## src/rtl/sensor_source_selector.sv

```systemverilog
// N-channel sensor sample selector: keeps the latest sample of every channel and forwards
// the active one as a valid-qualified stream, with manual/auto-scan choice and a debounced alarm.
module sensor_source_selector #(
  parameter int NUM_CH     = 4,
  parameter int DATA_W     = 16,
  parameter int SCAN_CYC   = 50000000,
  parameter int SETTLE_CYC = 4,
  parameter int ALARM_CNT  = 3,
  localparam int SEL_W     = (NUM_CH > 2) ? $clog2(NUM_CH) : 1
) (
  input  logic                     clk,
  input  logic                     reset_n,
  input  logic [NUM_CH*DATA_W-1:0] ch_data,
  input  logic [NUM_CH-1:0]        ch_valid,
  input  logic [SEL_W-1:0]         sel,
  input  logic                     mode,
  input  logic [DATA_W-1:0]        alarm_thresh,
  output logic [DATA_W-1:0]        out_data,
  output logic [SEL_W-1:0]         out_ch,
  output logic                     out_valid,
  output logic                     alarm
);

  localparam int SCAN_W   = (SCAN_CYC > 2) ? $clog2(SCAN_CYC) : 1;
  localparam int SETTLE_W = (SETTLE_CYC > 2) ? $clog2(SETTLE_CYC) : 1;
  localparam int ALARM_W  = $clog2(ALARM_CNT + 1);

  localparam logic [SCAN_W-1:0]   SCAN_LAST   = SCAN_W'(SCAN_CYC - 1);
  localparam logic [SETTLE_W-1:0] SETTLE_LAST = SETTLE_W'(SETTLE_CYC - 1);
  localparam logic [ALARM_W-1:0]  ALARM_FULL  = ALARM_W'(ALARM_CNT);
  localparam logic [SEL_W-1:0]    LAST_CH     = SEL_W'(NUM_CH - 1);
  localparam logic [SEL_W:0]      NUM_CH_EXT  = (SEL_W + 1)'(NUM_CH);

  typedef enum logic {ST_SETTLE, ST_RUN} state_t;

  logic [DATA_W-1:0]   ch_slice  [NUM_CH];
  logic [DATA_W-1:0]   hold_view [NUM_CH];

  state_t              state_reg;
  logic [SEL_W-1:0]    active_reg;
  logic [SETTLE_W-1:0] settle_cnt_reg;
  logic [SCAN_W-1:0]   scan_cnt_reg;
  logic [ALARM_W-1:0]  alarm_cnt_reg;

  logic [SEL_W-1:0]    scan_next_ch;
  logic [SEL_W-1:0]    target_ch;
  logic                scan_wrap;
  logic                sel_ok;
  logic                switch_now;
  logic                act_strobe;
  logic [DATA_W-1:0]   pub_value;
  logic                pub_fire;
  logic                over_thresh;
  logic [ALARM_W-1:0]  alarm_cnt_next;

  genvar gi;
  generate
    for (gi = 0; gi < NUM_CH; gi++) begin : g_ch
      logic [DATA_W-1:0] hold_reg;

      assign ch_slice[gi] = ch_data[gi*DATA_W +: DATA_W];

      // Every channel keeps its newest sample whether or not it is being shown.
      always_ff @(posedge clk or negedge reset_n) begin
        if (!reset_n) begin
          hold_reg <= '0;
        end else if (ch_valid[gi]) begin
          hold_reg <= ch_slice[gi];
        end
      end

      assign hold_view[gi] = hold_reg;
    end
  endgenerate

  assign scan_wrap    = (scan_cnt_reg == SCAN_LAST);
  assign scan_next_ch = (active_reg == LAST_CH) ? '0 : active_reg + SEL_W'(1);
  assign sel_ok       = ({1'b0, sel} < NUM_CH_EXT);

  always_comb begin
    target_ch = active_reg;
    if (mode) begin
      if (scan_wrap) begin
        target_ch = scan_next_ch;
      end
    end else if (sel_ok) begin
      target_ch = sel;
    end
  end

  assign switch_now = (target_ch != active_reg);
  assign act_strobe = ch_valid[active_reg];
  // A strobe arriving on the publish cycle is fresher than the hold register.
  assign pub_value  = act_strobe ? ch_slice[active_reg] : hold_view[active_reg];
  assign pub_fire   = !switch_now &&
                      (((state_reg == ST_SETTLE) && (settle_cnt_reg == SETTLE_LAST)) ||
                       ((state_reg == ST_RUN) && act_strobe));
  assign over_thresh    = (pub_value >= alarm_thresh);
  assign alarm_cnt_next = (alarm_cnt_reg == ALARM_FULL) ? alarm_cnt_reg
                                                        : alarm_cnt_reg + ALARM_W'(1);

  // Cleared while manual so that entering auto-scan always starts a fresh dwell period.
  always_ff @(posedge clk or negedge reset_n) begin
    if (!reset_n) begin
      scan_cnt_reg <= '0;
    end else if (!mode || scan_wrap) begin
      scan_cnt_reg <= '0;
    end else begin
      scan_cnt_reg <= scan_cnt_reg + SCAN_W'(1);
    end
  end

  always_ff @(posedge clk or negedge reset_n) begin
    if (!reset_n) begin
      state_reg      <= ST_SETTLE;
      active_reg     <= '0;
      settle_cnt_reg <= '0;
      alarm_cnt_reg  <= '0;
      out_data       <= '0;
      out_valid      <= 1'b0;
      alarm          <= 1'b0;
    end else begin
      out_valid <= 1'b0;
      if (switch_now) begin
        active_reg     <= target_ch;
        state_reg      <= ST_SETTLE;
        settle_cnt_reg <= '0;
        alarm_cnt_reg  <= '0;
        alarm          <= 1'b0;
      end else begin
        if ((state_reg == ST_SETTLE) && (settle_cnt_reg != SETTLE_LAST)) begin
          settle_cnt_reg <= settle_cnt_reg + SETTLE_W'(1);
        end
        if (pub_fire) begin
          state_reg <= ST_RUN;
          out_data  <= pub_value;
          out_valid <= 1'b1;
          if (over_thresh) begin
            alarm_cnt_reg <= alarm_cnt_next;
            alarm         <= (alarm_cnt_next == ALARM_FULL);
          end else begin
            alarm_cnt_reg <= '0;
            alarm         <= 1'b0;
          end
        end
      end
    end
  end

  assign out_ch = active_reg;

endmodule

```

## config.mk

```make
export PLATFORM = sky130hd
export DESIGN_NAME = sensor_source_selector
export DESIGN_NICKNAME = d
export VERILOG_FILES = /design/src/rtl/sensor_source_selector.sv
export SDC_FILE = /design/constraint.sdc
export NUM_CORES = 1
export LEC_CHECK = 0
export CAP_MARGIN = 20
export CORE_ASPECT_RATIO = 1.25
export CORE_MARGIN = 2
export CORE_UTILIZATION = 35
export CTS_BUF_LIST = sky130_fd_sc_hd__clkbuf_16
export DETAILED_ROUTE_END_ITERATION = 16
export SYNTH_ARGS = -nofsm -noshare
export SYNTH_HDL_FRONTEND = slang
export SYNTH_SLANG_ARGS = --single-unit
export TNS_END_PERCENT = 50
```

## constraint.sdc

```tcl
create_clock -name clk -period 3.3 [get_ports clk]
set_input_delay 0.33 -clock clk [delete_from_list [all_inputs] [get_ports clk]]
set_output_delay 0.33 -clock clk [all_outputs]
set_load 0.05 [all_outputs]
```

Yosys cells after proc, flatten, opt, wreduce, memory -nomap -nowiden --
Cells that the tools add are included.
Word-level totals: register bits 115, input bits 89, output and inout port bits 20, word-level logic and storage cells 66
Cells by class: add/sub/neg operators 4, order comparisons 3, equality and inequality tests 7, mux-type cells 26, bitwise logic cells 3, reductions and logical operators 11
Operator list (count):
- 16-bit two-way mux | 5
- 16-bit binary-select mux with 2-bit select | 2
- 26-bit by 1-bit adder with 26-bit output, second input constant | 1
- 26-bit equality test, second input constant | 1
- 26-bit two-way mux | 1
- 2-bit two-way mux | 9
- 16-bit >= comparator | 1
- 2-bit equality test, second input constant | 4
- 1-bit two-way mux | 8
- 2-bit by 1-bit adder with 2-bit output, second input constant | 3
- 1-bit logical AND | 4
- 2-bit nonzero test | 2
- 3-bit >= comparator, second input constant | 1
- 2-bit by 3-bit < comparator with 1-bit output, second input constant | 1
- 2-bit inverter with 3-bit output | 1
- 1-bit binary-select mux with 2-bit select | 1
- 1-bit zero test | 2
- 1-bit logical OR | 2
- 2-bit != test | 1
- 2-bit != test, second input constant | 1
- 1-bit inverter | 2
- 2-bit AND reduction | 1

Logic depth before layout (Yosys ltp) --
Gate-level depths: netlist of the first run.
word-level depth 9, mapped depth 14, depth with buffers taken out 11

Worst setup path after synthesis of the first run --
No wires, ideal clock.
path kind flip-flop to flip-flop, start register active_reg[0], in the netlist out_ch[0], end register alarm, library setup time 0.147 ns, arrival time 3.115 ns, required time 3.153 ns, slack 0.038 ns, stages on the path, launching flop included 14, buffers on the path 2, clock period less this slack 3.262 ns, cells stage by stage dfrtp_1 mux4_2 buf_2 buf_4 mux2i_1 a21oi_1 o2bb2ai_1 ha_1 a21o_1 a21o_1 a211oi_1 o21ai_0 a21oi_1 a2111oi_0
Between the ends: longest elaborated chain between the ends 9, elaborated cells on any way between the ends 25, those cells by class 1 x add/sub; 1 x order compare; 2 x eq/ne; 15 x mux; 1 x bitwise; 5 x reduce/logical
Ends and longest elaborated chain:
- start: declaration | RTL line 40 | logic [SEL_W-1:0] active_reg;
- start signal: assignment | RTL line 125 | active_reg <= target_ch;
- 2-bit inverter with 3-bit output (implied by the code) | RTL line 94 | assign pub_value = act_strobe ? ch_slice[active_reg] : hold_view[active_reg];
- 16-bit binary-select mux with 2-bit select | RTL line 94
- 16-bit two-way mux (implied by the code) (2 in series) | RTL line 94
- 16-bit two-way mux (*) | RTL line 94
- net pub_value[13] | RTL line 51 | logic [DATA_W-1:0] pub_value;
- 16-bit >= comparator (*) | RTL line 98 | assign over_thresh = (pub_value >= alarm_thresh);
- 1-bit two-way mux (*) | RTL line 138 | if (over_thresh) begin
- 1-bit two-way mux (*) | RTL line 134 | if (pub_fire) begin
- 1-bit two-way mux (*) | RTL line 124 | if (switch_now) begin
- end signal: assignment | RTL line 140 | alarm <= (alarm_cnt_next == ALARM_FULL);
- end: declaration | RTL line 21 | output logic alarm
Mark *: on every way through the listed nets, which the timed path passes. The rest lies on a longest branch. The select of a mux whose other input is x is not followed. A chain may end at the register's enable or synchronous reset.

Worst setup path after layout of the first run --
start input ch_valid[3], end register alarm
Between the ends: longest elaborated chain between the ends 7, elaborated cells on any way between the ends 11, those cells by class 1 x order compare; 6 x mux; 4 x reduce/logical
Ends and longest elaborated chain:
- start: declaration | RTL line 14 | input logic [NUM_CH-1:0] ch_valid,
- 1-bit binary-select mux with 2-bit select | RTL line 92 | assign act_strobe = ch_valid[active_reg];
- 1-bit two-way mux (implied by the code) | RTL line 92
- 16-bit two-way mux | RTL line 94
- net pub_value[13] | RTL line 51
- 16-bit >= comparator | RTL line 98
- 1-bit two-way mux | RTL line 138
- 1-bit two-way mux | RTL line 134
- 1-bit two-way mux | RTL line 124
The timed path passes the listed nets, and every way through them passes these cells. The select of a mux whose other input is x is not followed.

==> flow_summary.yaml, run 1 <==
final_layout:
  multi_input_area_sq_um: 2840
  largest_reg_flops: 64
  layout_common_cells: "dfrtp_1 (115), clkdlybuf4s50_1 (107), mux2_2 (72)"
  seq_area_sq_um: 2880
  nets: 753
  antenna_cells: 0
  drive_above_1_share: 0.216
  num-fill-cells: 1574
  final_common_cell: "dfrtp_1"
  area_delta_synth_final_pct: 34.8
logic_synthesis:
  yosysTopAreaCellShare: 0.486
  synth_seq_area_share: 0.486
  synthesis.instances: 521
  synth_warnings: 0
  yosys.area.top_type: "dfrtp_1"
  yosys_register_bits: 115
  synth-edff-count: 0
  synth_flop_cell: "dfrtp_1"
  syn-cell-area_sq_um: 5920
  avgSynthCellArea_sq_um: 11.4
  synthArstFlopShare: 1.00
  syn_nets: 629
  yosysUniqueCellTypes: 44
  ys_top_cells_by_area: "dfrtp_1 (49%), mux2_2 (14%), ha_1 (4.0%), nor2_1 (3.3%), mux2i_1 (3.2%)"
clocking:
  worstSkewPairLatency_ps: 410
  cts_root_buffer: "clkbuf_16"
  post_cts_buffers: 0
  cts-buffers-inserted: 17
  numClockSinks: 115
  cts-htree-levels: 4
  clock_path_buffers: 2
  cts_tree: "done"
  cts.clk_slew.worst_paths_ps: 50
setup_path:
  worstSetupStartpointType: "input port"
  worstPathRequired_ps: 3570
  cpPeakStageDelay_ps: 540
  crit_arrival_ps: 3360
  worst-setup-path-type: "input port to register"
  path_cells: "clkdlybuf4s50_1 > mux4_2 > buf_12 > buf_4 > nor2b_1 > a211oi_1 > o2bb2ai_1 > ha_1 > a21o_1 > a21o_1 > a211oi_1 > o21ai_0 > a21oi_2 > a2111oi_1"
  endpoint_kind: "register"
  crit_fanout: 20
  crit_slowest_cell: "mux4_2"
timing:
  rsz0062_at_grt: "false"
  max_slew_margin: 0.521
  fin_hold_ws_ps: 494
  setup-violations-final: 0
  min_period_ps: 3090
  period_share: 0.938
  max_freq_mhz: 323
  worst_slew_pin_slew_ps: 718
  slew_violations: 0
  finalHoldViolations: 0
  skew_ps: 6.95
global_route:
  antenna_found_initial: 0
  grt.overflow.total: 0
  grt_max_degree: 63
  grt_pass1_vias: 4742
  grt_usage: 0.176
  grt_pass1_wl_um: 24300
placement:
  port-buffer-count: 108
  place_congestion: 0.791
  place_hpwl_um: 11400
route:
  route.detailed.drc: 0
  dr.pass1.iters: 4
  wl_per_cell_um: 17.1
  routed_via_density: 5.09
  drtIter0Drc: 257
  drtAntennaViolNets: 0
  wirelength_um: 15000
  route.vias.total: 4470
floorplan:
  coreArea_sq_um: 16700
  start_util: 0.354
  num_io_pins: 109
  rows: 53
  die_y_um: 149
  die_w_um: 120
  die-area_sq_um: 18000
power:
  power.total_mw: 5.13
  leakagePower_nw: 3.44
  powerDensity_nw_per_um2: 643
  irDropWorstVdd_mv: 0.374
min_path:
  hold_path.class: "register to register"
status:
  status: "completed"
job:
  max_cap_violations: 0
-- through the flow --
step	std cells	cell area (sq um)	setup TNS [ps]	setup slack (ps)	util
2_1_floorplan	521	5920	0	37.7	-
3_5_place_dp	845	7380	-716	-250	0.442
6_report	878	7990	0	206	0.478
4_1_cts	878	7980	0	189	0.478
5_1_grt	878	7990	0	9.35	0.478
3_3_place_gp	845	7380	-501	-185	0.442
-- path summary, 6_finish.rpt --
kind	from	to	slack, ps	depth (start not counted)
worst max-delay path	ch_valid[3]	alarm$_DFFE_PN0P_	210	14
worst min-delay path	g_ch[1].hold_reg[13]$_DFFE_PN0P_	g_ch[1].hold_reg[13]$_DFFE_PN0P_	490	1
worst max register to register	out_ch[0]$_DFFE_PN0N_	alarm$_DFFE_PN0P_	230	13
worst min register to register	g_ch[1].hold_reg[13]$_DFFE_PN0P_	g_ch[1].hold_reg[13]$_DFFE_PN0P_	490	1
max in group asynchronous	reset_n	out_data[0]$_DFFE_PN0P_	2000	3
min in group asynchronous	reset_n	scan_cnt_reg[6]$_DFF_PN0_	510	2
-- routing by layer --
layer / track usage / vias up / share of wire
li1: - / 2109 / -
met1: 0.211 / 2230 / 0.42
met2: 0.309 / 102 / 0.52
met3: 0.0320 / 29 / 0.034
met4: 0.0779 / 0 / 0.027
met5: 0 / - / 0
-- cell usage after synthesis (2+ instances only) --
cell / count
xor2_1: 19
nor2b_1: 16
buf_2: 8
buf_6: 2
xnor2_1: 6
or3_1: 2
and4_1: 4
mux2i_1: 19
a211oi_1: 18
o2bb2ai_1: 15
ha_1: 19
mux2_4: 7
a2111oi_0: 2
and2_0: 2
and3_1: 3
mux2_2: 72
inv_1: 19
a21oi_1: 25
nor3_1: 2
buf_1: 4
clkbuf_1: 14
nand3_1: 6
nor2_1: 52
o21ai_0: 20
a21o_1: 6
a31oi_1: 2
nand2_1: 14
nand4_1: 13
dfrtp_1: 115
-- cell type report --
class                           count  area share
Clock inverter                     15      0.0208
Inverter                           19     0.00893
Sequential cell                   115       0.360
Timing Repair Buffer              135       0.167
Tap cell                          220      0.0345
Multi-Input combinational cell    357       0.355
Clock buffer                       17      0.0533
-- logic make-up after synthesis --
group                      count (synthesis)  synth area share
muxes                                    100             0.193
xor gates and xnor gates                  25            0.0370
AOI/OAI and AO/OA                         92             0.106
and+or+nand+nor                          121             0.102
adders and majority gates                 19            0.0401
buffers and inverters                     49            0.0361
DFF                                      115             0.486
-- power by group --
group / total [mW] / switching [mW] / internal [mW]
Clock: 1.84 / 0.663 / 1.18
Combinational: 1.54 / 0.856 / 0.685
Sequential: 1.75 / 0.129 / 1.62
Total: 5.13 / 1.65 / 3.48
-- worst max-delay path, delay by kind of cell --
family	cells	cell delay (ps)
muxes	1	540
and+or+nand+nor	1	110
buffers and inverters	3	830
AOI/OAI and AO/OA	8	1240
adders and majority gates	1	290
-- timing repair --
item	in CTS	in global routing
hold buffers	1	0
setup endpoints to repair	0	3
resized for setup	0	2
endpoints found under the hold margin	33	0
(Power assumes the default switching activity.)
==> run 2: changes to the inputs <==
--- a/config.mk
+++ b/config.mk
@@ -11,6 +11,7 @@
 export CORE_UTILIZATION = 35
 export CTS_BUF_LIST = sky130_fd_sc_hd__clkbuf_16
 export DETAILED_ROUTE_END_ITERATION = 16
+export HOLD_SLACK_MARGIN = 0.08
 export SYNTH_ARGS = -nofsm -noshare
 export SYNTH_HDL_FRONTEND = slang
 export SYNTH_SLANG_ARGS = --single-unit
==> results of run 2 <==
The final DEF is identical to that of run 1; final timing and power are the same.
==> run 3: changes to the inputs <==
--- a/config.mk
+++ b/config.mk
@@ -12,6 +12,7 @@
 export CTS_BUF_LIST = sky130_fd_sc_hd__clkbuf_16
 export DETAILED_ROUTE_END_ITERATION = 16
 export HOLD_SLACK_MARGIN = 0.08
+export PLACE_DENSITY_LB_ADDON = 0.08
 export SYNTH_ARGS = -nofsm -noshare
 export SYNTH_HDL_FRONTEND = slang
 export SYNTH_SLANG_ARGS = --single-unit
==> run 3 against run 2 <==
Non-clock buffer count grew 5; largest power group is now registers; first-iteration DRC count shrank 8.6%; critical endpoint unchanged; clock power shrank 9%; setup slack better by 45 ps; sequential share of layout area up 0.32 points.
==> flow_summary.yaml, run 3 (same netlist as run 1, synthesis figures left out) <==
power:
  leakagePower_nw: 3.44
  irDropWorstVdd_mv: 0.355
  powerDensity_nw_per_um2: 625
  power.total_mw: 4.94
timing:
  skew_ps: 7.76
  setup-violations-final: 0
  worst_slew_pin_slew_ps: 710
  fin_hold_ws_ps: 461
  rsz0062_at_grt: "false"
  totalNegativeSetupSlack_ps: 0
  period_share: 0.924
  slew_violations: 0
  setup_ws_ps: 251
  max_slew_margin: 0.525
  min_period_ps: 3050
  max_freq_mhz: 328
  finalHoldViolations: 0
global_route:
  grt_max_degree: 43
  grt_usage: 0.179
  grt.overflow.total: 0
  grt_pass1_vias: 4547
  grt_pass1_wl_um: 24200
  antenna_found_initial: 0
final_layout:
  antenna_cells: 0
  largest_reg_flops: 64
  final_common_cell: "dfrtp_1"
  layout_common_cells: "dfrtp_1 (115), clkdlybuf4s50_1 (107), mux2_2 (72)"
  fin_area_sq_um: 7920
  drive_above_1_share: 0.214
  area_delta_synth_final_pct: 33.7
  nets: 758
setup_path:
  crit_start: "out_ch[0]$_DFFE_PN0N_"
  reg2regPathDepth: 11
  rr_startpoint: "out_ch[0]$_DFFE_PN0N_"
  worstSetupStartpointType: "register"
  reg2reg_to: "alarm$_DFFE_PN0P_"
  worst-setup-path-type: "register to register"
  crit_fanout: 22
  crit_arrival_ps: 3330
  worstPathRequired_ps: 3580
  r2r_slack_ps: 250
  endpoint_kind: "register"
status:
  status: "completed"
placement:
  place_hpwl_um: 11600
  place_congestion: 0.796
  port-buffer-count: 108
  dp_worst_setup_slack_ps: -312
  dpl_cell_area_sq_um: 7370
clocking:
  cts-buffers-inserted: 17
  cts.clk_slew.worst_paths_ps: 50
  worstSkewPairLatency_ps: 410
  post_cts_buffers: 0
  numClockSinks: 115
  clock_path_buffers: 2
  cts_root_buffer: "clkbuf_16"
  cts_tree: "done"
  cts-htree-levels: 4
min_path:
  hold_path.class: "input port to asynchronous set/reset pin"
route:
  routed_via_density: 4.95
  route.vias.total: 4357
  drtAntennaViolNets: 0
  wirelength_um: 15200
  wl_per_cell_um: 17.3
  dr.pass1.iters: 6
  route.detailed.drc: 0
  drtIter0Drc: 235
floorplan:
  die_y_um: 149
  start_util: 0.354
  rows: 53
  die_w_um: 120
  die-area_sq_um: 18000
  coreArea_sq_um: 16700
  num_io_pins: 109
job:
  max_cap_violations: 0
## run 3: changes by cell type in the layout (fill, tap and decap cells not counted), sizes merged
cell      delta
clkinvlp     -3
bufinv       -1
buf          +5
inv          +1
## run 3: critical path, stage by stage, from the launching register on
cell and delay (ps):
dfrtp_1 410, mux4_2 560, buf_4 250, a211oi_1 310, o2bb2ai_2 170, ha_1 320
o21a_1 120, o211ai_1 80, o21ai_0 170, buf_4 150, a21oi_2 60, a2111oi_1 320
## run 3: worst max path at each step
stage	to	slack (ps)	cells past startpoint
finish	alarm$_DFFE_PN0P_	250	11
global route	alarm$_DFFE_PN0P_	10	13
CTS	alarm$_DFFE_PN0P_	100	13
detailed placement	alarm$_DFFE_PN0P_	-310	13
global placement	alarm$_DFFE_PN0P_	-240	13
floorplan	alarm$_DFFE_PN0P_	40	13
## run 3: routing by layer
layer | vias to the layer above | wire length (um) | track usage
met1 | 2148 | 6630 | 0.223
met3 | 15 | 564 | 0.0404
met2 | 81 | 7770 | 0.308
li1 | 2113 | - | -
met4 | 0 | 226 | 0.0564
met5 | - | 0 | 0
## run 3: area by class of cell
class / instances / area, sq um
clock inverters: 12 / 103
clock buffers: 17 / 425
multi-input cells: 357 / 2840
inverters: 19 / 71.3
well taps: 220 / 275
flip-flops and latches: 115 / 2880
fillers: 1629 / 8790
repair buffers: 140 / 1320
## run 3: repair_timing
| action | CTS | global route |
|---|---|---|
| hold buffers | 1 | 0 |
| resized for setup | 0 | 3 |
| hold endpoints to repair | 39 | 0 |
| setup endpoints to repair | 0 | 3 |
## run 3: metrics by stage
stage / utilization / instances
final: 0.474 / 880
after global routing: 0.474 / 880
after CTS: 0.473 / 880
after detailed placement: 0.441 / 850
after global placement: 0.441 / 850
after floorplan: - / 521
## run 3: report_power, final
group          internal [mW]  leakage [nW]  total [mW]  switching [mW]
clock                   1.07         0.274        1.68           0.610
sequential              1.62          1.42        1.74           0.120
combinational          0.678          1.75        1.52           0.843
total                   3.37          3.44        4.94            1.57
